--- src/rtl/route_compute_unit_pkg.sv ---
// Shared switch types: head-flit layout, routing-table entry and the
// helper that pulls the destination node ID out of a header flit.
package route_compute_unit_pkg;

    localparam int MAX_ID_W = 8;

    typedef enum logic [1:0] {
        FLIT_HEAD   = 2'd0,
        FLIT_BODY   = 2'd1,
        FLIT_TAIL   = 2'd2,
        FLIT_SINGLE = 2'd3
    } flit_kind_e;

    typedef struct packed {
        flit_kind_e            kind;
        logic [MAX_ID_W-1:0]   dest;
        logic [21:0]           payload;
    } flit_t;

    typedef struct packed {
        logic                  vld;
        logic [MAX_ID_W-1:0]   port;
    } route_entry_t;

    function automatic logic [MAX_ID_W-1:0] flit_dest(input flit_t f);
        return f.dest;
    endfunction

endpackage

--- src/rtl/route_compute_unit_rr_arbiter.sv ---
// Combinational round-robin picker: first requester after `last_i`
// (wrapping), skipping any bit set in `mask_i`. Shared with the allocator.
module rr_arbiter #(
    parameter int N = 4,
    parameter int W = $clog2(N)
) (
    input  logic [N-1:0] req_i,
    input  logic [N-1:0] mask_i,
    input  logic [W-1:0] last_i,
    output logic [W-1:0] grant_o,
    output logic         valid_o
);

    logic [W-1:0] idx;

    always_comb begin
        // NOTE: every output gets a default before the search so no latch is inferred.
        grant_o = '0;
        valid_o = 1'b0;
        idx     = '0;
        for (int k = 1; k <= N; k++) begin
            idx = W'((int'(last_i) + k) % N);
            if (!valid_o && req_i[idx] && !mask_i[idx]) begin
                valid_o = 1'b1;
                grant_o = idx;
            end
        end
    end

endmodule

--- src/rtl/route_compute_unit.sv ---
// Registered route-compute stage: round-robin over header requests, table
// or local-ID lookup, result held under a valid/ready handshake.
module route_compute_unit
    import route_compute_unit_pkg::*;
#(
    parameter int BUFFERS    = 4,
    parameter int OUTPORTS   = 4,
    parameter int NODES      = 32,
    parameter int LOCAL_PORT = 0
) (
    input  logic                          CLK,
    input  logic                          RST,
    input  flit_t                         in_flit [BUFFERS],
    input  logic [BUFFERS-1:0]            req,
    output logic                          route_valid,
    input  logic                          route_ready,
    output logic [$clog2(BUFFERS)-1:0]    buffer_sel,
    output logic [$clog2(OUTPORTS)-1:0]   out_sel,
    output logic                          route_err,
    input  logic                          cfg_we,
    input  logic [$clog2(NODES)-1:0]      cfg_addr,
    input  logic [$clog2(OUTPORTS)-1:0]   cfg_port,
    input  logic                          cfg_vld,
    input  logic                          id_we,
    input  logic [$clog2(NODES)-1:0]      id_data,
    output logic [$clog2(NODES)-1:0]      id
);

    localparam int BW = $clog2(BUFFERS);
    localparam int OW = $clog2(OUTPORTS);
    localparam int NW = $clog2(NODES);

    localparam logic [0:0] ST_EMPTY = 1'b0;
    localparam logic [0:0] ST_HOLD  = 1'b1;

    logic [0:0]          state_q, state_d;
    logic [BW-1:0]       sel_q, sel_d;
    logic [BW-1:0]       last_q, last_d;
    logic [OW-1:0]       out_q, out_d;
    logic                err_q, err_d;
    logic [NW-1:0]       id_q;
    route_entry_t        table_q [NODES];

    logic                handshake;
    logic                arb_en;
    logic [BUFFERS-1:0]  hs_mask;
    logic [BW-1:0]       grant;
    logic                grant_vld;
    logic [MAX_ID_W-1:0] dest_full;
    route_entry_t        entry;
    logic                unused_bits;

    assign handshake = (state_q == ST_HOLD) && route_ready;
    assign arb_en    = (state_q == ST_EMPTY) || route_ready;

    // The buffer being consumed on this edge still shows req high; hide it.
    always_comb begin
        hs_mask = '0;
        if (handshake) hs_mask[sel_q] = 1'b1;
    end

    rr_arbiter #(.N(BUFFERS), .W(BW)) u_arb (
        .req_i   (req),
        .mask_i  (hs_mask),
        .last_i  (last_q),
        .grant_o (grant),
        .valid_o (grant_vld)
    );

    assign dest_full   = flit_dest(in_flit[grant]);
    assign entry       = table_q[dest_full[NW-1:0]];
    assign unused_bits = ^{in_flit[grant], entry.port};

    always_comb begin
        state_d = state_q;
        sel_d   = sel_q;
        last_d  = last_q;
        out_d   = out_q;
        err_d   = err_q;
        if (arb_en) begin
            if (grant_vld) begin
                state_d = ST_HOLD;
                sel_d   = grant;
                last_d  = grant;
                if (dest_full == MAX_ID_W'(id_q)) begin
                    out_d = OW'(LOCAL_PORT);
                    err_d = 1'b0;
                end else if (entry.vld) begin
                    out_d = entry.port[OW-1:0];
                    err_d = 1'b0;
                end else begin
                    out_d = '0;
                    err_d = 1'b1;
                end
            end else begin
                state_d = ST_EMPTY;
            end
        end
    end

    always_ff @(posedge CLK or posedge RST) begin
        if (RST) begin
            state_q <= ST_EMPTY;
            sel_q   <= '0;
            last_q  <= BW'(BUFFERS - 1);
            out_q   <= '0;
            err_q   <= 1'b0;
            id_q    <= '0;
            // NOTE: the table is reset on purpose; stale valid bits after reset would misroute.
            for (int n = 0; n < NODES; n++) table_q[n] <= '0;
        end else begin
            // NOTE: non-blocking so the lookup above sees the pre-edge table and ID.
            state_q <= state_d;
            sel_q   <= sel_d;
            last_q  <= last_d;
            out_q   <= out_d;
            err_q   <= err_d;
            if (cfg_we) table_q[cfg_addr] <= '{vld: cfg_vld, port: MAX_ID_W'(cfg_port)};
            if (id_we)  id_q <= id_data;
        end
    end

    assign route_valid = (state_q == ST_HOLD);
    assign buffer_sel  = sel_q;
    assign out_sel     = out_q;
    assign route_err   = err_q;
    assign id          = id_q;

endmodule

--- config.mk ---
export PLATFORM = sky130hd
export DESIGN_NAME = route_compute_unit
export DESIGN_NICKNAME = d
export VERILOG_FILES = /design/src/rtl/route_compute_unit_pkg.sv /design/src/rtl/route_compute_unit_rr_arbiter.sv /design/src/rtl/route_compute_unit.sv
export SDC_FILE = /design/constraint.sdc
export NUM_CORES = 1
export LEC_CHECK = 0
export ABC_AREA = 1
export BUFFER_PORTS_ARGS = -buffer_cell sky130_fd_sc_hd__buf_2
export CAP_MARGIN = 5
export CORE_MARGIN = 8
export CORE_UTILIZATION = 36
export CTS_BUF_LIST = sky130_fd_sc_hd__clkbuf_4
export DETAILED_ROUTE_END_ITERATION = 7
export REMOVE_ABC_BUFFERS = 1
export SYNTH_ARGS = -nofsm -noshare
export SYNTH_HDL_FRONTEND = slang
export SYNTH_SLANG_ARGS = --single-unit
--- constraint.sdc ---
create_clock -name CLK -period 5.1 [get_ports CLK]
set_input_delay 1.02 -clock CLK [delete_from_list [all_inputs] [get_ports CLK]]
set_output_delay 1.02 -clock CLK [all_outputs]
set_load 0.01 [all_outputs]
==> results of run 1 <==
metrics by stage:
stage | hold slack, ns | util | setup slack, ns | std cells | area (um2)
floorplan | 0.4444 | - | 1.209 | 765 | 5692
global placement | 0.4599 | 0.3989 | 0.8345 | 1052 | 6337
detailed placement | 0.4673 | 0.3989 | 0.8289 | 1052 | 6337
CTS | 0.5048 | 0.4066 | 1.336 | 1068 | 6459
global route | 0.5220 | 0.4066 | 0.9530 | 1068 | 6459
finish | 0.5037 | 0.4066 | 1.301 | 1068 | 6459
worst max-delay path, cell delays in order (launching register included):
cell	delay [ns]
dfstp_2	0.68
inv_2	0.13
nand2_1	0.08
nand2_1	0.11
nor2_1	0.12
nand3_1	0.11
nand2_2	0.13
nor2_1	0.06
nor2_2	0.12
nand2_4	0.08
nand2_2	0.30
nand2_1	0.12
nand2_1	0.12
nand2_4	0.12
nand2_4	0.47
nand2_1	0.10
nand3_1	0.12
nand3_1	0.18
nand3_1	0.12
nand3_1	0.08
nand2_1	0.16
nand3_1	0.13
nand2_1	0.07
state kept, by name, summed over array words and instances, names as in the netlist:
name and cells:
table_q 96, id 5, buffer_sel 2, last_q 2
out_sel 2, route_err 1, route_valid 1
cell families after synthesis:
family | synth area share
XOR/XNOR | 0.001494
AND/OR/NAND/NOR | 0.3365
AO/OA/AOI/OAI | 0.1148
flip-flops | 0.4655
buffers and inverters | 0.07980
multiplexers | 0.001920
layout make-up:
cell class | instances | area (um2)
repair buffers | 71 | 372.9
well taps | 216 | 270.3
clock buffers | 10 | 75.07
flip-flops and latches | 109 | 2730
multi-input cells | 578 | 2666
inverters | 78 | 297.8
fillers | 1724 | 9427
clock inverters | 6 | 46.29
cell usage after synthesis (2+ instances only):
cell type | instances | area [um2]
a21oi_1 | 12 | 60.06
a21oi_2 | 2 | 17.52
buf_2 | 9 | 45.04
buf_4 | 2 | 15.01
buf_6 | 7 | 78.83
clkbuf_1 | 9 | 33.78
dfrtp_1 | 107 | 2678
dfstp_2 | 2 | 52.55
inv_1 | 69 | 259.0
inv_2 | 7 | 26.28
nand2_1 | 267 | 1002
nand2_2 | 6 | 37.54
nand2_4 | 4 | 45.04
nand3_1 | 109 | 545.5
nand3_2 | 2 | 20.02
nand3_4 | 2 | 35.03
nand3b_1 | 3 | 22.52
nand4_1 | 4 | 25.02
nor2_1 | 28 | 105.1
nor3_1 | 16 | 80.08
nor4_1 | 4 | 25.02
o211ai_1 | 5 | 37.54
o21ai_0 | 99 | 495.5
o21ai_1 | 5 | 25.02
worst paths after layout:
path / startpoint / to / slack [ns] / depth (start not counted)
max: last_q[0] / out_sel[1] / 1.30 / 22
min: table_q[243] / table_q[243] / 0.50 / 2
max reg2reg: last_q[0] / out_sel[1] / 1.30 / 22
min reg2reg: table_q[243] / table_q[243] / 0.50 / 2
max in group asynchronous: RST / table_q[18] / 3.32 / 3
min in group asynchronous: RST / buffer_sel[0] / 0.69 / 2
layer usage:
| layer | track usage | part of all wire | wire length [um] |
|---|---|---|---|
| met5 | 0 | 0 | 0 |
| met4 | 0.03763 | 0.011 | 181 |
| met3 | 0.03782 | 0.063 | 1035 |
| met2 | 0.2613 | 0.43 | 7067 |
| met1 | 0.2276 | 0.50 | 8129 |
cell usage in the layout (no fill, tap or decap), types with 2 or more instances in the layout:
master	count
o211ai_1	5
inv_2	7
clkbuf_4	10
inv_4	2
nand2_2	6
nor4_1	4
nand3b_1	3
a21oi_2	2
nand2_4	4
dfrtp_1	107
buf_4	7
nand3_1	109
clkinv_2	2
o21ai_0	99
nand3_4	2
buf_2	64
nand2_1	267
nand4_1	4
inv_1	68
nand3_2	2
nor2_1	28
a21oi_1	12
dfstp_2	2
o21ai_1	5
nor3_1	16
==> reports/qor.csv, run 1 <==
metric,value,unit
grt total ovfl,0,
drt wl/cell,15.37,um
min Tclk post-route,3.799,ns
"Slew Viols, Final",0,
Cell variety after synth,36,
# resized after CTS,0,
critical-path maximum fanout,49,
largest net degree at the start of global routing,73,
total CTS buffers,9,
register area share after synthesis,0.4655,
Max-Cap Viols,0,
relative slew slack,0.2529,
Final setup violation count,0,
Synth Flop Type,dfrtp_1,
Vias,5268,
Post-synth EDFFs,0,
synth warn,0,
antenna cell count,0,
vias in the first global route,5026,
CTS Root Cell,clkbuf_4,
RSZ-0062 raised after global routing,false,
GRT Overall Usage,0.1661,
asr flop ratio synth,1.000,
Nets,997,
# clock sinks,109,
WP data arrival,4.24,ns
chip width,143.6,um
DR DRC count,0,
final wirelength,16410,um
vias per cell,4.933,
WP data required,5.54,ns
worst min path class,flip-flop to flip-flop,
clk_skew,0.01557,ns
GPL Wtd Cong,0.8284,
Synth-to-Final Area Change,10.13,%
Floorplan Core Area,15890,um2
number of port buffers,64,
DIE AREA,20630,um2
TritonCTS clock tree,built,
CTS H-tree depth,3,
Die Ht,143.6,um
antenna-violating nets left,0,
Ports,161,
drt first pass iters,5,
status,finished clean,
layout cells sized above 1,0.1397,
startpoint type of the worst setup path,flip-flop,
final worst-path cycle share,0.7448,
CP Capture Type,flip-flop,
# hold bufs at CTS,0,
setup TNS,0,ns
final hold vios,0,
first-pass GRT wire length,26560,um
Worst-Skew Late Latency,0.50,ns
1st-iter DRT viols,391,
register bit total from synthesis,109,
register clock-pin slew on the reported worst setup and hold paths,0.16,ns
max frequency,263.3,MHz
Mapped Area,5864,um2
Syn Area/Cell,7.405,um2
post-CTS setup buffer count,0,
DPL Wire Length,11070,um
Post-Synthesis Cells,792,
critical path class,flip-flop to flip-flop,
Starting Density,0.3692,
row count,46,
worst-margin pin slew,1.119,ns
clock buffer depth,2,
initial antenna violation count,0,
Power of run 1 is not shown: default switching activity piles up to over one toggle a cycle in this logic, so the estimate is an artifact.
==> run 2: changes to the inputs <==
Clock period 5.1 ns to 3.5 ns, I/O delays scaled along.
==> reports/qor.csv, run 2 (synthesis results as in run 1) <==
metric,value,unit,change
status,finished clean,,
R2R Path End,out_sel[1],,
clk_skew,0.01845,ns,+0.002881 ns
row count,46,,unchanged
final worst-path cycle share,0.9209,,+0.1761
RSZ-0062 raised after global routing,false,,
Final setup violation count,0,,unchanged
"commonest non-fill, non-tap cell in the layout",nand2_1,,
Starting Density,0.3692,,unchanged
GRT Overall Usage,0.1674,,+0.001264
DR DRC count,0,,unchanged
Placed Instances,1076,,+2.3%
post-route setup slack,0.2769,ns,-1.025 ns
M3 GR Usage,0.03749,,-0.0003318
min Tclk post-route,3.223,ns,-0.5754 ns
register clock-pin slew on the reported worst setup and hold paths,0.17,ns,about the same
final wirelength,16560,um,+0.87%
Layout Cells excl Fill,1092,,+2.2%
grt total ovfl,0,,unchanged
drt first pass iters,5,,unchanged
CTS H-tree depth,3,,unchanged
antenna cell count,0,,unchanged
r2r worst-path depth,22,,unchanged
first-pass GRT wire length,26780,um,+0.83%
total CTS buffers,9,,unchanged
DPL Wire Length,11590,um,+4.6%
Vias,5360,,+1.7%
max frequency,310.3,MHz,+18%
post-placement worst setup slack,0.07186,ns,-0.7570 ns
Die Ht,143.6,um,unchanged
clock buffer depth,2,,unchanged
antenna-violating nets left,0,,unchanged
number of port buffers,64,,unchanged
CTS Root Cell,clkbuf_4,,
"Most flops, register",table_q,,
# hold bufs at CTS,0,,unchanged
relative slew slack,0.2982,,+0.04526
# clock sinks,109,,unchanged
flip-flop count of the largest register after layout,96,,unchanged
GRT busiest layer,met2,,
drt wl/cell,15.16,um,-1.3%
grt met2 use,0.2678,,+0.006482
Nets,1021,,+2.4%
initial antenna violation count,0,,unchanged
Max-Cap Viols,0,,unchanged
layout cells sized above 1,0.1610,,+0.02129
Ports,161,,unchanged
TritonCTS clock tree,built,,
"setup slack, reg-to-reg",0.28,ns,-1.02 ns
most frequent cells in the layout,"nand2_1, nand3_1, dfrtp_1",,
dpl cell area,6593,um2,+4.0%
worst-margin pin slew,1.052,ns,-0.06781 ns
1st-iter DRT viols,344,,-12%
WP data required,3.92,ns,-1.62 ns
post-CTS setup buffer count,0,,unchanged
Worst-Skew Late Latency,0.49,ns,about the same
startpoint type of the worst setup path,flip-flop,,
global routing usage on met1,0.2253,,-0.002366
largest net degree at the start of global routing,43,,-41%
Finished Cell Area,6714,um2,+4.0%
WP data arrival,3.65,ns,-0.59 ns
"Slew Viols, Final",0,,unchanged
DIE AREA,20630,um2,unchanged
worst min path class,input pin to asynchronous set/reset pin,,
CP Capture Type,flip-flop,,
chip width,143.6,um,unchanged
vias per cell,4.908,,-0.49%
final hold vios,0,,unchanged
GPL Wtd Cong,0.8428,,+1.7%
r2r startpoint,last_q[0],,
critical path class,flip-flop to flip-flop,,
vias in the first global route,5061,,+0.70%
Synth-to-Final Area Change,14.49,%,
FILL cells,1714,,-0.58%
critical-path maximum fanout,29,,-41%
Floorplan Core Area,15890,um2,unchanged
[run 2: cell count changes in the layout (fill, tap and decap cells not counted)]
cell / delta
clkinv_1: +2
clkbuf_4: +1
nand2_2: -1
clkinvlp_4: -1
inv_8: -1
clkinv_2: -2
nand2_4: +1
buf_4: +18
buf_12: +6
inv_6: +1
[run 2: through the flow]
step / hold slack, ns / utilization / setup TNS, ns
2_1_floorplan: 0.4444 / - / -7.558
3_3_place_gp: 0.4599 / 0.4150 / 0
3_5_place_dp: 0.4658 / 0.4150 / 0
4_1_cts: 0.2423 / 0.4223 / 0
5_1_grt: 0.2563 / 0.4227 / 0
6_report: 0.2377 / 0.4227 / 0
[run 2: timing repair]
| item | 4_1_cts | 5_1_grt |
|---|---|---|
| resized for setup | 0 | 1 |
| endpoints found under the hold margin | 0 | 0 |
| setup endpoints to repair | 0 | 1 |
[run 2: cell type report]
type / count / area, um2 / share of cell area
flip-flops and latches: 109 / 2730 / 0.4066
multi-input cells: 578 / 2671 / 0.3979
repair buffers: 95 / 628.1 / 0.09355
inverters: 78 / 297.8 / 0.04435
well taps: 216 / 270.3 / 0.04025
clock buffers: 11 / 82.58 / 0.01230
clock inverters: 5 / 33.78 / 0.005032
[run 2: how the worst max path moves through the flow]
stage	start	to	slack, ns	cells after the start
floorplan	RST	buffer_sel[0]	-0.07	1
global placement	route_ready	out_sel[1]	0.07	24
detailed placement	route_ready	out_sel[1]	0.07	24
CTS	last_q[0]	out_sel[1]	0.32	22
global route	last_q[0]	out_sel[1]	0.04	22
finish	last_q[0]	out_sel[1]	0.28	22
[run 2: critical path, stage by stage (launching register included)]
cell and delay [ns]:
dfstp_2 0.60, buf_4 0.16, nand2_1 0.05, nand2_1 0.15, nor2_1 0.07, nand3_1 0.10, nand2_2 0.10, nor2_4 0.14
nand3_4 0.11, nand3_2 0.11, nand2_4 0.10, inv_4 0.15, nand3_1 0.10, nand2_1 0.15, buf_12 0.21, nand2_1 0.08
nand3_1 0.08, nand3_1 0.14, nand3_1 0.16, nand3_1 0.08, nand2_1 0.12, nand3_1 0.13, nand2_1 0.08
[run 2: per-layer routing]
layer,vias to the layer above,share of wire
li1,2736,-
met2,155,0.44
met4,0,0.014
met1,2458,0.48
met3,11,0.069
met5,-,0
Power of run 2 is left out for the same reason.
==> run 3: changes to the inputs <==
Settings changed: CORE_MARGIN 8 to 1.
==> reports/qor.csv, run 3 (synthesis results as in run 1) <==
metric,value,unit,change
status,finished clean,,
"Most flops, register",table_q,,
1st-iter DRT viols,462,,+34%
antenna-violating nets left,0,,unchanged
Vias,5398,,+0.71%
Nets,1026,,+0.49%
row count,46,,unchanged
WP data arrival,3.57,ns,-0.08 ns
Placed Instances,1078,,+0.19%
vias in the first global route,5137,,+1.5%
flip-flop count of the largest register after layout,96,,unchanged
final worst-path cycle share,0.9056,,-0.01529
critical-path maximum fanout,13,,-55%
Final setup violation count,0,,unchanged
min Tclk post-route,3.170,ns,-0.05351 ns
clock buffer depth,2,,unchanged
relative slew slack,0.3568,,+0.05862
DIE AREA,16800,um2,-19%
worst-margin pin slew,0.9637,ns,-0.08784 ns
antenna cell count,0,,unchanged
GRT Overall Usage,0.2087,,+0.04127
TritonCTS clock tree,built,,
total CTS buffers,9,,unchanged
layout cells sized above 1,0.1703,,+0.009302
"setup slack, reg-to-reg",0.33,ns,+0.05 ns
r2r worst-path depth,24,,+9.1%
first-pass GRT wire length,26740,um,-0.13%
Starting Density,0.3692,,unchanged
grt total ovfl,0,,unchanged
drt wl/cell,14.90,um,-1.7%
Ports,161,,unchanged
final hold vios,0,,unchanged
# hold bufs at CTS,0,,unchanged
largest net degree at the start of global routing,60,,+40%
CP Capture Type,flip-flop,,
most frequent cells in the layout,"nand2_1, nand3_1, dfrtp_1",,
R2R Path End,out_sel[1],,
number of port buffers,64,,unchanged
r2r startpoint,last_q[0],,
WP data required,3.90,ns,-0.02 ns
critical path class,flip-flop to flip-flop,,
Synth-to-Final Area Change,16.43,%,
drt first pass iters,5,,unchanged
# clock sinks,109,,unchanged
final wirelength,16350,um,-1.3%
clk_skew,0.02246,ns,+0.004007 ns
"Slew Viols, Final",0,,unchanged
Floorplan Core Area,15890,um2,unchanged
DPL Wire Length,10760,um,-7.1%
register clock-pin slew on the reported worst setup and hold paths,0.19,ns,+0.02 ns
Hold Slack,0.2757,ns,+0.03797 ns
Die Ht,129.6,um,-9.7%
"commonest non-fill, non-tap cell in the layout",nand2_1,,
CTS Root Cell,clkbuf_4,,
vias per cell,4.921,,+0.25%
worst min path class,input pin to asynchronous set/reset pin,,
Worst-Skew Late Latency,0.50,ns,about the same
GPL Wtd Cong,0.8634,,+2.4%
startpoint type of the worst setup path,flip-flop,,
setup TNS,0,ns,unchanged
chip width,129.6,um,-9.7%
max frequency,315.5,MHz,+1.7%
initial antenna violation count,0,,unchanged
Max-Cap Viols,0,,unchanged
DR DRC count,0,,unchanged
Layout Cells excl Fill,1097,,+0.46%
CTS H-tree depth,3,,unchanged
## run 3: timing repair
item / in CTS / in global routing
endpoints found under the setup margin: 0 / 3
gates resized for setup: 0 / 4
buffers inserted: 0 / 2
## run 3: stage by stage
| stage | instance area (um2) | setup slack, ns | utilization |
|---|---|---|---|
| 2_1_floorplan | 5692 | -0.07064 | - |
| 3_3_place_gp | 6650 | 0.01159 | 0.4186 |
| 3_5_place_dp | 6650 | 0.01265 | 0.4186 |
| 4_1_cts | 6770 | 0.1950 | 0.4262 |
| 5_1_grt | 6828 | -0.001199 | 0.4298 |
| 6_report | 6828 | 0.3304 | 0.4298 |
## run 3: worst max-delay path by stage
stage,to,start,slack (ns)
2_1_floorplan,buffer_sel[0],RST,-0.07
3_3_place_gp,out_sel[1],route_ready,0.01
3_5_place_dp,out_sel[1],route_ready,0.01
4_1_cts,out_sel[1],last_q[0],0.19
5_1_grt,out_sel[1],last_q[0],-0.001
6_report,out_sel[1],last_q[0],0.33
## run 3: routing by layer
metal	part of all wire	track usage
met2	0.44	0.3382
met4	0.015	0.05267
met3	0.058	0.04500
met5	0	0
met1	0.49	0.2835
## run 3: final cells by class
type	instances	area, um2
inverters	78	297.8
clock buffers	10	75.07
repair buffers	100	720.7
flip-flops and latches	109	2730
fillers	1719	9057
well taps	216	270.3
multi-input cells	578	2689
clock inverters	6	45.04
## run 3: worst max-delay path: stages (launching register included)
cell and delay [ns]:
dfstp_2 0.64, buf_4 0.16, nand2_1 0.06, nand2_2 0.10, inv_2 0.04, nor2_1 0.08, nand3_1 0.07, nand2_1 0.12
inv_1 0.10, nand3_4 0.11, nand2_4 0.06, nand2_4 0.13, buf_4 0.17, nand2_1 0.08, o21ai_1 0.08, nand2_1 0.10
nand2_4 0.13, buf_12 0.17, nand3_1 0.10, nand3_2 0.12, nand3_1 0.09, nand3_1 0.11, nand2_1 0.11, nand3_1 0.12
nand2_1 0.05
Power of run 3 is left out for the same reason.
